==> src/rtl/cba_pkg.sv <==
// Shared definitions for the pipelined carry-bypass adder.
// Holds the parameter defaults, the stage-count derivation and the payload
// carried between pipeline stages. The payload vectors are sized by CBA_WIDTH,
// so the top-level WIDTH must equal CBA_WIDTH.
package cba_pkg;

  localparam int CBA_WIDTH = 32;
  localparam int CBA_BLK   = 4;
  localparam int CBA_BPS   = 2;

  // Number of pipeline stages: each stage covers BPS blocks of BLK bits.
  function automatic int cba_nstg(input int width, input int blk, input int bps);
    return width / (blk * bps);
  endfunction

  // Everything a stage hands to the next one. sum holds the bits resolved so
  // far. a and b keep the effective operands (b already inverted for
  // subtract) so later stages can read their slice.
  typedef struct packed {
    logic                 vld;
    logic                 carry;
    logic [CBA_WIDTH-1:0] sum;
    logic [CBA_WIDTH-1:0] a;
    logic [CBA_WIDTH-1:0] b;
  } cba_stage_t;

endpackage

==> src/rtl/cba_block.sv <==
// One carry-bypass block: a BLK-bit ripple-carry adder whose carry-out is
// taken directly from the block carry-in when every bit propagates. That
// short path lets a carry skip the whole ripple chain.
module cba_block #(
  parameter int BLK = 4
) (
  input  logic [BLK-1:0] a,
  input  logic [BLK-1:0] b,
  input  logic           ci,
  output logic [BLK-1:0] s,
  output logic           co
);

  logic rip_c;
  logic prop;
  logic all_prop;

  // Ripple the carry through the block, then bypass it when all bits propagate.
  always_comb begin
    s        = '0;
    rip_c    = ci;
    prop     = 1'b0;
    all_prop = 1'b1;
    for (int i = 0; i < BLK; i++) begin
      prop     = a[i] ^ b[i];
      s[i]     = prop ^ rip_c;
      rip_c    = (a[i] & b[i]) | (prop & rip_c);
      all_prop = all_prop & prop;
    end
    co = all_prop ? ci : rip_c;
  end

endmodule

==> src/rtl/carry_bypass_adder_pipe.sv <==
// Pipelined carry-bypass adder/subtractor with elastic valid/ready stages.
// {cout,sum} = a + (b ^ {WIDTH{sub}}) + (cin ^ sub). Each of the NSTG stages
// resolves BLK*BPS bits and then registers the carry, the partial sum and the
// operands. Every stage can load when it is empty or when its contents move
// on in the same cycle, so the pipeline sustains one result per clock.
// Optional feature: define CBA_OVERFLOW_EN to add the registered signed
// overflow output ovf.
module carry_bypass_adder_pipe
  import cba_pkg::*;
#(
  parameter int WIDTH = CBA_WIDTH,
  parameter int BLK   = CBA_BLK,
  parameter int BPS   = CBA_BPS
) (
  input  logic             clk,
  input  logic             rst,
  input  logic [WIDTH-1:0] a,
  input  logic [WIDTH-1:0] b,
  input  logic             cin,
  input  logic             sub,
  input  logic             in_valid,
  output logic             in_ready,
  output logic [WIDTH-1:0] sum,
  output logic             cout,
`ifdef CBA_OVERFLOW_EN
  output logic             ovf,
`endif
  output logic             out_valid,
  input  logic             out_ready
);

  localparam int SW   = BLK * BPS;
  localparam int NSTG = cba_nstg(WIDTH, BLK, BPS);

  cba_stage_t in_stg;

`ifdef CBA_OVERFLOW_EN
  logic ovf_p;
`endif

  // Stage-0 source: apply the subtract inversion to b and the carry-in.
  always_comb begin
    in_stg       = '0;
    in_stg.vld   = in_valid;
    in_stg.carry = cin ^ sub;
    in_stg.a     = a;
    in_stg.b     = b ^ {WIDTH{sub}};
  end

  for (genvar k = 0; k < NSTG; k++) begin : g_stg
    cba_stage_t      src;
    cba_stage_t      nxt;
    cba_stage_t      stg_p;
    logic            load;
    logic            adv;
    logic [SW-1:0]   s_slice;

    if (k == 0) begin : g_src_in
      assign src = in_stg;
    end else begin : g_src_prev
      assign src = g_stg[k-1].stg_p;
    end

    // A full stage moves on when the next stage (or the output) takes it.
    if (k == NSTG - 1) begin : g_adv_out
      assign adv = stg_p.vld && out_ready;
    end else begin : g_adv_next
      assign adv = stg_p.vld && g_stg[k+1].load;
    end

    assign load = !stg_p.vld || adv;

    for (genvar j = 0; j < BPS; j++) begin : g_blk
      logic           ci;
      logic           co;
      logic [BLK-1:0] s;

      if (j == 0) begin : g_ci_stage
        assign ci = src.carry;
      end else begin : g_ci_chain
        assign ci = g_blk[j-1].co;
      end

      cba_block #(.BLK(BLK)) u_blk (
        .a  (src.a[k*SW + j*BLK +: BLK]),
        .b  (src.b[k*SW + j*BLK +: BLK]),
        .ci (ci),
        .s  (s),
        .co (co)
      );

      assign s_slice[j*BLK +: BLK] = s;
    end

    // Merge this stage's sum bits and carry into the payload.
    always_comb begin
      nxt                   = src;
      nxt.carry             = g_blk[BPS-1].co;
      nxt.sum[k*SW +: SW]   = s_slice;
    end

    // ---- stage k register boundary ----
    // Reset clears the output-visible sum/cout along with the valid flag.
    always_ff @(posedge clk) begin
      if (rst) begin
        stg_p <= '0;
      end else if (load) begin
        stg_p <= nxt;
      end
    end

    if (k == NSTG - 1) begin : g_last
      // The final stage's copy of the operands has no consumer.
      logic unused_ab;
      assign unused_ab = ^{stg_p.a, stg_p.b};

`ifdef CBA_OVERFLOW_EN
      logic ovf_nxt;
      // Overflow: operands of equal sign giving a result of the other sign.
      assign ovf_nxt = (src.a[WIDTH-1] == src.b[WIDTH-1]) &&
                       (s_slice[SW-1] != src.a[WIDTH-1]);

      // Register overflow in step with the final stage.
      always_ff @(posedge clk) begin
        if (rst) begin
          ovf_p <= 1'b0;
        end else if (load) begin
          ovf_p <= ovf_nxt;
        end
      end
`endif
    end
  end

  assign in_ready  = !rst && g_stg[0].load;
  assign out_valid = g_stg[NSTG-1].stg_p.vld;
  assign sum       = g_stg[NSTG-1].stg_p.sum;
  assign cout      = g_stg[NSTG-1].stg_p.carry;

`ifdef CBA_OVERFLOW_EN
  assign ovf = ovf_p;
`endif

endmodule
==> config.mk <==
export PLATFORM = sky130hd
export DESIGN_NAME = carry_bypass_adder_pipe
export DESIGN_NICKNAME = d
export VERILOG_FILES = /design/src/rtl/cba_pkg.sv /design/src/rtl/cba_block.sv /design/src/rtl/carry_bypass_adder_pipe.sv
export SDC_FILE = /design/constraint.sdc
export NUM_CORES = 1
export LEC_CHECK = 0
export ABC_CLOCK_PERIOD_IN_PS = 6450
export CAP_MARGIN = 15
export CORE_MARGIN = 1
export CORE_UTILIZATION = 26
export DETAILED_ROUTE_END_ITERATION = 7
export PLACE_DENSITY = 0.49
export SYNTH_ARGS = -nofsm -noshare
export SYNTH_HDL_FRONTEND = slang
export SYNTH_SLANG_ARGS = --single-unit
==> constraint.sdc <==
create_clock -name clk -period 6.45 [get_ports clk]
set_input_delay 0.645 -clock clk [delete_from_list [all_inputs] [get_ports clk]]
set_output_delay 0.645 -clock clk [all_outputs]
set_load 0.02 [all_outputs]
==> metrics.md <==
| Metric | Value |
|---|---|
| Root Buffer Master | clkbuf_16 |
| TritonCTS buffer count | 17 |
| Mapped Cells | 918 |
| Synthesized cell area | 7960 µm² |
| R2R Path End | g_stg[2].stg_p[87] |
| CTS Hold Bufs | 0 |
| Synth unique cells | 26 |
| Detailed Route Iter0 Violations | 317 |
| GRT overflow | 0 |
| Clk buf depth | 2 |
| Post-Syn Area per Cell | 8.67 µm² |
| Setup TNS | 0 ns |
| Fillers | 3126 |
| DP Wirelength | 12300 µm |
| Worst R2R Setup Slack | 2.41 ns |
| Multi-input gate area | 3870 µm² |
| Yosys top cell area share | 46.3% |
| Dpl ws | 1.02 ns |
| Min Clock Period, post-route | 4.97 ns |
| Die height | 177 µm |
| Layout cells sized above 1 | 7.42% |
| Clock-pin slew on the worst setup and hold paths | 0.07 ns |
| Hold Fails Final Rpt | 0 |
| Drt wl/cell | 13.2 µm |
| FF+latch count, synth | 184 |
| Routed wire length | 18300 µm |
| PnR worst setup slack | 1.48 ns |
| Post-synth EDFFs | 0 |
| First-pass GRT wire length | 30600 µm |
| Clk sink count | 184 |
| # diodes | 0 |
| Antenna Nets Post-Route | 0 |
| Detailed Routing Iterations Pass 1 | 5 |
| Vias per cell | 4.20 |
| Synth warn | 0 |
| PD cells | 279 nW/µm² |
| Register area share after synthesis | 46.3% |
| Die width | 177 µm |
| Crit path launch type | input port |
| Slew Limit Fails | 0 |
| LEAKAGE | 0.00393 µW |
| Gpl congestion | 0.736 |
| Final setup fails | 0 |
| Leading area contributor after synthesis | dfxtp_1 |
| PostCTS Resize Cnt | 0 |
| Most frequent cell after synthesis | nand2_1 |
| Max-Cap Viols | 0 |
| Clock skew | 0.00985 ns |
| Hold depth | 2 |
| Asr flop ratio synth | 0% |
| Hold endpoint | sum[0] |
| Area growth, synth to finish | 25.8% |
| Worst EP required | 6.72 ns |
| Initial core utilization | 26.6% |
| I/O pin total | 105 |
| HP Start | sum[0] |
| Vias | 5830 |
| Number of global-route vias before repair | 5847 |
| Worst Setup End Kind | flop |
| Hold slack | 0.449 ns |
| R2r startpoint | g_stg[1].stg_p[16] |
| Worst-margin pin slew | 0.957 ns |
| CTS tree | yes |
| Most frequent cells after synthesis | nand2_1 (284), dfxtp_1 (184), a21oi_1 (145) |
| Outcome | finished, final reports clean |
| Std-Cell Rows | 63 |
| Main synth FF type | dfxtp_1 |
| CP Max Fanout | 2 |
| Synth area leaders | dfxtp_1 (46%), nand2_1 (13%), a21oi_1 (9.1%), fa_1 (8.0%), ha_1 (5.0%) |
| Nets | 1118 |
| CP Class | input port to flop |
| Port Buffers | 104 |
| Tot Pwr | 2790 µW |
| Maximum operating frequency | 201 MHz |
| Setup bufs post-CTS | 0 |
| Cells on worst reg2reg path | 13 |
| Initial antenna violation count | 0 |
| GRT Resource Usage Total | 12.4% |
| Placeable Area | 29900 µm² |
| Tcrit/Tclk final | 77.0% |
| Worst Hold Class | flop to flop |
| Worst slew margin | 36.2% |
| Post-Syn Nets | 1052 |
| Worst vdd rail ir drop | 0.137 mV |
| RSZ-0062 raised after global routing | no |
| Register area | 3680 µm² |
| Worst skew pair latency | 0.43 ns |
| Worst EP arrival | 5.24 ns |
| Die ar. | 31300 µm² |
| Largest net degree at the start of global routing | 116 |
| Final routed DRC violation total | 0 |
| H-tree lvl count | 4 |
==> metrics by stage <==
step	std cells	instance area [µm²]	utilization (%)
floorplan	918	7960	-
global placement	1354	9280	31.1
detailed placement	1354	9280	31.1
CTS	1386	10000	33.5
global route	1387	10000	33.5
finish	1387	10000	33.5
==> logic make-up after synthesis <==
group | Yosys count | share of synthesized area [%]
flip-flops | 184 | 46.3
AND/OR/NAND/NOR | 344 | 16.7
buffers and inverters | 102 | 5.25
adder cells (fa/ha/maj) | 64 | 13.1
XOR/XNOR | 33 | 3.63
AO/OA/AOI/OAI | 187 | 14.5
multiplexers | 4 | 0.566
==> placed cells by master (no fill, tap or decap), types with 10 or more instances in the layout <==
cell             count
a211oi_2            23
clkbuf_16           17
xor2_1              10
ha_1                32
nor2_1              46
dfxtp_1            184
clkdlybuf4s50_1    102
a21oi_1            145
xnor2_1             23
a211oi_1            15
inv_1               36
fa_1                32
nand2_1            283
==> worst max-delay path by stage <==
| stage | slack, ns | from | end |
|---|---|---|---|
| 2_1_floorplan | 1.32 | sub | g_stg[0].stg_p[71] |
| 3_3_place_gp | 1.07 | b[0] | g_stg[0].stg_p[71] |
| 3_5_place_dp | 1.02 | b[0] | g_stg[0].stg_p[71] |
| 4_1_cts | 1.46 | b[0] | g_stg[0].stg_p[71] |
| 5_1_grt | 1.28 | b[0] | g_stg[0].stg_p[71] |
| 6_report | 1.48 | b[0] | g_stg[0].stg_p[71] |
==> cell type report <==
type	instances	area share, %
clock buffer	17	4.25
tap	390	4.87
clock inverter	15	2.92
sequential	184	36.8
multi-input combinational	632	38.7
timing repair buffer	113	11.2
inverter	36	1.35
==> state kept, by name, indices dropped and copies added, names as in the netlist <==
signal,count
cout,1
g_stg.g_blk.ci,3
sum,32
out_valid,1
g_stg.stg_p,147
==> worst max-delay path, cell delays in order <==
cell             delay (ns)
clkdlybuf4s50_1        0.47
xor2_1                 0.19
inv_1                  0.08
fa_1                   0.40
fa_1                   0.43
fa_1                   0.43
fa_1                   0.39
mux2_2                 0.30
fa_1                   0.42
fa_1                   0.43
fa_1                   0.41
inv_1                  0.08
fa_1                   0.41
nand2_1                0.07
a21oi_1                0.08
==> metal layers <==
metal / GRT usage (%) / routed length, µm / up-vias
met5: 0 / 0 / -
met4: 3.88 / 211 / 0
met3: 2.99 / 555 / 13
met2: 17.7 / 7360 / 75
met1: 18.1 / 10200 / 2662
li1: - / - / 3080
==> where the power goes <==
group          internal, µW  leakage, µW  switching (µW)
logic                   136      0.00207             133
clock network           808     0.000348             456
registers              1210      0.00151            49.2
Power figures use the tool's default switching activity.
==> edit: new RTL, same flow settings <==
`CBA_BLK`: 4 -> 2.
--- a/src/rtl/cba_pkg.sv
+++ b/src/rtl/cba_pkg.sv
@@ -6,5 +6,5 @@
 
   localparam int CBA_WIDTH = 32;
-  localparam int CBA_BLK   = 4;
+  localparam int CBA_BLK   = 2;
   localparam int CBA_BPS   = 2;
 
Function: changed (a bounded check fails within 10 cycles, from zero or initial values and one cycle with rst high).
==> edit against the original RTL <==
  * Routed wire length increased by 130%
  * Combinational power increased by 4%
  * Maximum frequency increased by 43%
  * Sequential share of layout area increased by 3.9 points
  * Clock skew increased by 0.014 ns
  * Count of clock-buffer cells in the layout increased by 50
  * Worst setup slack improved by 1.5 ns
  * Synthesized area increased by 100%
  * Hold slack got worse by 0.0012 ns
  * Total power increased by 91%
  * Sequential power increased by 99%
  * Final area increased by 89%
  * Sequential cell count increased by 200
  * Critical endpoint is now g_stg[0].stg_p[67]$_SDFFE_PP0P_
  * Largest power group is now the clock network
  * Highest routed layer unchanged
==> edit: results (changes against the original RTL) <==
- Status: complete, no violations
- Clock latency on the worst-skew pair: 0.58 ns (+0.15 ns)
- Inverter count: 58 (+61%)
- CTS Buffer Depth: 3 (+1)
- GP Congestion: 0.767 (+4.2%)
- Synth Area in Adders: 0.0647 (-0.0661)
- Total track usage: 0.133 (+0.00918)
- FILL cells: 6508 (+110%)
- Leak pwr: 6.21 nW (+58%)
- Layout non-clock buf frac: 0.0645 (-0.0470)
- GR Util met2: 0.193 (+0.0161)
- Drt wl/cell: 15.8 um (+20%)
- First DRT Iteration DRCs: 904 (+190%)
- Final wirelength: 42500 um (+130%)
- H-tree levels: 2 (-2)
- Max_slew headroom: 0.223 (-0.139)
- M1 wire length: 22000 um (+120%)
- Layout cells sized above 1: 0.0536 (-0.0206)
- Largest cells by area after synthesis: dfxtp_1, a21oi_1, nand3_1
- Clk cell area share: 0.0795 (+0.00779)
- Skew final: 0.0234 ns (+0.0135 ns)
- Seq/total area: 0.407 (+0.0392)
- Vias in the first global route: 12400 (+110%)
- Register area share after synthesis: 0.477 (+0.0146)
- Post-synthesis cell type count: 42 (+62%)
- M1 GR Usage: 0.201 (+0.0196)
- Post-synthesis mux area share: 0 (-0.00566)
- TritonCTS buffer count: 42 (+25)
- Crit path DAT: 3.91 ns (-1.33 ns)
- Area of the multi-input gates: 7280 sq um (+88%)
## edit: cell types whose count changed after synthesis, sizes merged, moves of 59 or more
cell,before,now
nand2,284,225
clkbuf,43,107
o21ai,3,192
nand3,1,194
buf,23,90
dfxtp,184,384
a21oi,145,329
## edit: per-stage QoR
step	util	setup WS, ns	instance area [sq um]	hold slack (ns)	power (mW)
2_1_floorplan	-	2.92	16100	0.432	2.71
3_3_place_gp	0.286	2.41	17400	0.443	2.84
3_5_place_dp	0.286	2.36	17400	0.446	2.84
4_1_cts	0.310	2.96	18900	0.442	5.43
5_1_grt	0.311	2.78	18900	0.467	5.57
6_report	0.311	2.97	18900	0.448	5.35
## edit: power groups by stage
stage / Combinational (mW) / Clock [mW] / Sequential (mW)
floorplan: 0.173 / 0 / 2.54
global placement: 0.279 / 0 / 2.56
detailed placement: 0.284 / 0 / 2.56
CTS: 0.285 / 2.63 / 2.51
global route: 0.315 / 2.74 / 2.52
finish: 0.281 / 2.56 / 2.51
## edit: worst max-delay path: stages
cell and delay, ns:
buf_2 0.70, xnor2_1 0.29, fa_1 0.47, fa_1 0.39, a21boi_0 0.15, a31o_2 0.24
fa_1 0.36, inv_1 0.08, fa_1 0.41, o31ai_1 0.07, a21oi_1 0.10
## edit: path summary, 6_finish.rpt
check | to | depth (start not counted) | start | slack (ns)
max | g_stg[0].stg_p[67]$_SDFFE_PP0P_ | 11 | sub | 2.97
min | sum[23]$_SDFFE_PP0P_ | 2 | sum[23]$_SDFFE_PP0P_ | 0.45
max reg2reg | g_stg[0].stg_p[63]$_SDFFE_PP0P_ | 4 | g_stg[6].stg_p[97]$_SDFFE_PP0P_ | 3.84
min reg2reg | sum[23]$_SDFFE_PP0P_ | 2 | sum[23]$_SDFFE_PP0P_ | 0.45
